--- src/rtl/uart_alu_interface.sv ---
// Sequencer between the UART RX/TX pair and the combinational ALU: collects
// operand A, operand B and opcode bytes, captures the ALU result and ships it out.
//
// state    | meaning
// ---------+------------------------------------------------------------
// WAIT_A   | idle, waiting for operand A byte (no timeout)
// WAIT_B   | operand A latched, waiting for operand B (timeout armed)
// WAIT_OP  | operands latched, waiting for opcode byte (timeout armed)
// EXEC     | one cycle for the ALU to settle, result captured on exit
// SEND     | o_tx_start pulse, transmitter launched
// WAIT_TX  | waiting for the transmitter stop bit to finish
module uart_alu_interface #(
    parameter int DBIT         = 8,
    parameter int NB_OP        = 6,
    parameter int TIMEOUT_BITS = 20
) (
    input  logic             i_clk,
    input  logic             i_reset,
    input  logic             i_rx_done,
    input  logic [DBIT-1:0]  i_rx_data,
    input  logic [DBIT-1:0]  i_alu_result,
    input  logic             i_tx_done,
    output logic [DBIT-1:0]  o_op_a,
    output logic [DBIT-1:0]  o_op_b,
    output logic [NB_OP-1:0] o_opcode,
    output logic             o_tx_start,
    output logic [DBIT-1:0]  o_tx_data,
    output logic             o_busy,
    output logic             o_timeout,
    output logic             o_overrun
);

    typedef enum logic [2:0] {
        WAIT_A  = 3'd0,
        WAIT_B  = 3'd1,
        WAIT_OP = 3'd2,
        EXEC    = 3'd3,
        SEND    = 3'd4,
        WAIT_TX = 3'd5
    } state_t;

    localparam logic [TIMEOUT_BITS-1:0] CNT_MAX = '1;
    localparam logic [TIMEOUT_BITS-1:0] CNT_ONE = {{(TIMEOUT_BITS-1){1'b0}}, 1'b1};

    state_t                  state_q, state_d;
    logic [TIMEOUT_BITS-1:0] cnt_q, cnt_d;
    logic [DBIT-1:0]         op_a_d, op_b_d, tx_data_d;
    logic [NB_OP-1:0]        opcode_d;
    logic                    timeout_d, overrun_d;
    logic                    busy_d, tx_start_d;

    always_comb begin
        state_d   = state_q;
        cnt_d     = cnt_q;
        op_a_d    = o_op_a;
        op_b_d    = o_op_b;
        opcode_d  = o_opcode;
        tx_data_d = o_tx_data;
        timeout_d = 1'b0;
        overrun_d = o_overrun;

        case (state_q)
            WAIT_A: begin
                cnt_d = '0;
                if (i_rx_done) begin
                    op_a_d  = i_rx_data;
                    state_d = WAIT_B;
                end
            end
            WAIT_B: begin
                // An accepted byte wins over a timeout landing on the same cycle.
                if (i_rx_done) begin
                    op_b_d  = i_rx_data;
                    cnt_d   = '0;
                    state_d = WAIT_OP;
                end else if (cnt_q == CNT_MAX) begin
                    cnt_d     = '0;
                    timeout_d = 1'b1;
                    state_d   = WAIT_A;
                end else begin
                    cnt_d = cnt_q + CNT_ONE;
                end
            end
            WAIT_OP: begin
                if (i_rx_done) begin
                    opcode_d = i_rx_data[NB_OP-1:0];
                    cnt_d    = '0;
                    state_d  = EXEC;
                end else if (cnt_q == CNT_MAX) begin
                    cnt_d     = '0;
                    timeout_d = 1'b1;
                    state_d   = WAIT_A;
                end else begin
                    cnt_d = cnt_q + CNT_ONE;
                end
            end
            EXEC: begin
                tx_data_d = i_alu_result;
                state_d   = SEND;
            end
            SEND: begin
                state_d = WAIT_TX;
            end
            WAIT_TX: begin
                if (i_tx_done) begin
                    state_d = WAIT_A;
                end
            end
            default: begin
                cnt_d   = '0;
                state_d = WAIT_A;
            end
        endcase

        if (i_rx_done && (state_q == EXEC || state_q == SEND || state_q == WAIT_TX)) begin
            overrun_d = 1'b1;
        end

        // Status outputs are registered from the next state so they track it exactly.
        busy_d     = (state_d == EXEC) || (state_d == SEND) || (state_d == WAIT_TX);
        tx_start_d = (state_d == SEND);
    end

    always_ff @(posedge i_clk or negedge i_reset) begin
        if (!i_reset) begin
            state_q    <= WAIT_A;
            cnt_q      <= '0;
            o_op_a     <= '0;
            o_op_b     <= '0;
            o_opcode   <= '0;
            o_tx_data  <= '0;
            o_tx_start <= 1'b0;
            o_busy     <= 1'b0;
            o_timeout  <= 1'b0;
            o_overrun  <= 1'b0;
        end else begin
            state_q    <= state_d;
            cnt_q      <= cnt_d;
            o_op_a     <= op_a_d;
            o_op_b     <= op_b_d;
            o_opcode   <= opcode_d;
            o_tx_data  <= tx_data_d;
            o_tx_start <= tx_start_d;
            o_busy     <= busy_d;
            o_timeout  <= timeout_d;
            o_overrun  <= overrun_d;
        end
    end

endmodule

--- config.mk ---
export PLATFORM = sky130hd
export DESIGN_NAME = uart_alu_interface
export DESIGN_NICKNAME = d
export VERILOG_FILES = /design/src/rtl/uart_alu_interface.sv
export SDC_FILE = /design/constraint.sdc
export NUM_CORES = 1
export LEC_CHECK = 0
export CAP_MARGIN = 10
export CELL_PAD_IN_SITES_DETAIL_PLACEMENT = 0
export CELL_PAD_IN_SITES_GLOBAL_PLACEMENT = 1
export CORE_UTILIZATION = 39
export CTS_BUF_LIST = sky130_fd_sc_hd__clkbuf_4 sky130_fd_sc_hd__clkbuf_8 sky130_fd_sc_hd__clkbuf_16
export DETAILED_ROUTE_END_ITERATION = 7
export HOLD_SLACK_MARGIN = 0.02
export PLACE_DENSITY_LB_ADDON = 0.1
export SKIP_LAST_GASP = 1
export SLEW_MARGIN = 20
export SYNTH_ARGS = -nofsm -noshare
export SYNTH_HDL_FRONTEND = slang
export SYNTH_SLANG_ARGS = --single-unit
--- constraint.sdc ---
create_clock -name i_clk -period 2.2 [get_ports i_clk]
set_input_delay 0.44 -clock i_clk [delete_from_list [all_inputs] [get_ports i_clk]]
set_output_delay 0.44 -clock i_clk [all_outputs]
set_load 0.05 [all_outputs]
==> results.cfg <==
[timing]
fin_setup_tns_ns = 0
worst_slack_ns = 0.2481
fmax_mhz = 512.3
relSlewSlack_pct = 61.55
hold_viol_final = 0
grt_setup_unrepaired = false
fin_skew_ns = 0.009963
worst_pin_slew_ns = 0.5767
fin_crit_sh_pct = 88.72
setup_violations = 0
drv_slew = 0
post-route-min-period_ns = 1.952

[cells_and_area]
insertedDiodeCount = 0
drive_above_1_share_pct = 18.45
area_delta_synth_final_pct = 35.15
nFillCells = 567
nets = 325
seq_area_um2 = 1426
multiInputGateArea_um2 = 1045
stdcell_count = 386

[placed_design]
post-dp-hpwl_um = 3792
io_buffers = 53
place_ws_ns = 0.06395
gp_congestion = 0.7442
dp.cells = 370

[logic_synthesis]
synthFlopType = dfrtp_1
synth_area_per_cell_um2 = 10.77
synth_cells = 236
ys_seq_elements = 57
ys_warn_count = 0
synth-seq-area-share_pct = 56.13
synth_edf_count = 0
synth_nets = 257
synth_area_um2 = 2541
synthDistinctLibCells = 44
async_flop_share_pct = 100.0

[detailed_routing]
via_per_inst = 5.013
wl_um = 5444
num_vias = 1935
postRouteAntennaNets = 0
drtIter0Drc = 72
drc = 0
wl_per_cell_um = 14.10
firstDrtPassIters = 4

[worst_setup_path]
critPathLaunchType = flop
crit_arrival_ns = 1.51
crit_chain = clkdlybuf4s50_1
r2r-start = cnt_q[0]$_DFFE_PN0P_
cp_max_fo = 2
end_kind = output port
slowest_delay_ns = 0.82
path_delay_family = buffers and inverters
startpoint = o_overrun$_DFFE_PN0P_
timing.critical_path.buf_inv = 1
crit_type = reg2out
required_ns = 1.76
slowest_stage = clkdlybuf4s50_1

[die]
rows = 29
die-width_um = 82.72
dieArea_um2 = 6843
die_y_um = 82.72
io_pins = 54
core_um2 = 6314
start_util_pct = 40.25

[clock_tree]
clock-root-buffer = clkbuf_8
clock-sinks = 57
htree_levels = 3
cts.repair.resized = 0
path_clk_slew_ns = 0.07
cts-buffers-inserted = 9
cts_setup_buffers = 0
cts_tree = yes
hold_buffers = 0
clk_latency_ns = 0.33
cts_buffer_depth = 2

[power_and_ir_drop]
p_seq_share_pct = 29.8
p_int_mw = 2.929
p_leak_nw = 1.475
sw_frac_of_total_pct = 44.38
combPwrFrac_pct = 51.3
power_switching_mw = 2.338
total_power_mw = 5.267
power_density_nw_per_um2 = 1534
power_frac_clock_pct = 18.8
ir_worst_vdd_mv = 1.026

[global_routing]
grt_pass1_wl_um = 8721
grt_max_degree = 36
antenna_found_initial = 0
grt_use_total_pct = 17.56
grt_pass1_vias = 1783
overflow = 0

[flow_run]
cap_viol_max_count = 0

[worst_hold_path]
hold_path_class = in2async

[status]
status = complete, no violations
-- synthesized netlist by cell type, types with 3 or more instances --
| cell type | n | area share, % |
|---|---|---|
| a21boi_0 | 3 | 0.89 |
| a21oi_1 | 10 | 2.0 |
| and3_1 | 6 | 1.5 |
| clkbuf_1 | 5 | 0.74 |
| dfrtp_1 | 57 | 56 |
| inv_1 | 8 | 1.2 |
| mux2_2 | 22 | 9.7 |
| nand2_1 | 37 | 5.5 |
| nand2b_1 | 3 | 0.74 |
| nand3_1 | 10 | 2.0 |
| nand4_1 | 5 | 1.2 |
| nor2_1 | 11 | 1.6 |
| o21ai_0 | 16 | 3.2 |
| o31ai_1 | 3 | 0.89 |
| xor2_1 | 3 | 1.0 |
-- layout by cell type (no fill, tap or decap), drive strengths merged, types with 6 or more instances in the layout --
master          n
and3            6
inv             9
buf            13
clkdlybuf4s50  52
mux2           22
o21ai          18
nand2          37
clkbuf         10
nor2           11
a21oi          10
dfrtp          57
nand3          10
-- through the flow --
stage | hold slack (ns) | util, % | area, um2
after detailed placement | 0.4646 | 51.15 | 3229
after global placement | 0.4574 | 51.15 | 3229
after CTS | 0.1089 | 54.40 | 3435
final | 0.09593 | 54.40 | 3435
after floorplan | 0.1444 | - | 2541
after global routing | 0.1285 | 54.40 | 3435
-- kinds of logic (layout without fill, tap and decap cells) --
family                     after synthesis  after routing  synth area share (%)
muxes                                   23             23                 10.14
and+or+nand+nor                         86             86                 16.50
xor gates and xnor gates                 4              4                 1.379
AOI/OAI and AO/OA                       48             48                 12.61
buffers and inverters                   17             90                 2.757
adders and majority gates                1              1                0.4923
DFF                                     57             57                 56.13
-- sequential cells by signal, indices dropped and copies added (netlist names) --
register and count:
o_overrun 1, o_op_a 8, cnt_q 20, o_busy 1
state_q 3, o_tx_start 1, o_timeout 1, o_opcode 6
o_op_b 8, o_tx_data 8
-- worst paths after layout --
check	endpoint	slack, ns	depth (start not counted)
worst max-delay path	o_overrun	0.25	1
worst min-delay path	cnt_q[12]$_DFFE_PN0P_	0.1	1
worst max register to register	cnt_q[11]$_DFFE_PN0P_	0.28	6
worst min register to register	o_tx_data[2]$_DFFE_PN0P_	0.47	2
max in group asynchronous	o_op_b[5]$_DFFE_PN0P_	1.52	2
min in group i_clk	o_tx_data[2]$_DFFE_PN0P_	0.47	2
-- power by group through the flow --
stage	Clock, mW	Combinational, mW	Sequential [mW]
2_1_floorplan	0	0.765	2.60
3_3_place_gp	0	2.71	1.59
3_5_place_dp	0	2.73	1.59
4_1_cts	1.02	2.73	1.58
5_1_grt	1.07	2.88	1.63
6_report	0.992	2.70	1.57
-- layout make-up --
cell class                      instances  area share, %
Sequential cell                        57          41.53
Inverter                                9         0.9836
Multi-Input combinational cell        162          30.42
Timing Repair Buffer                   65          18.29
Clock inverter                          6          1.967
Clock buffer                           10          4.007
Tap cell                               77          2.805
-- routing by layer --
metal | up-vias | GRT usage [%] | wire length (um)
li1 | 964 | - | -
met5 | - | 0 | 0
met3 | 9 | 4.066 | 206
met4 | 0 | 8.793 | 108
met2 | 42 | 25.74 | 2377
met1 | 920 | 24.13 | 2752
Note: power is estimated with default switching activity, not from simulation.
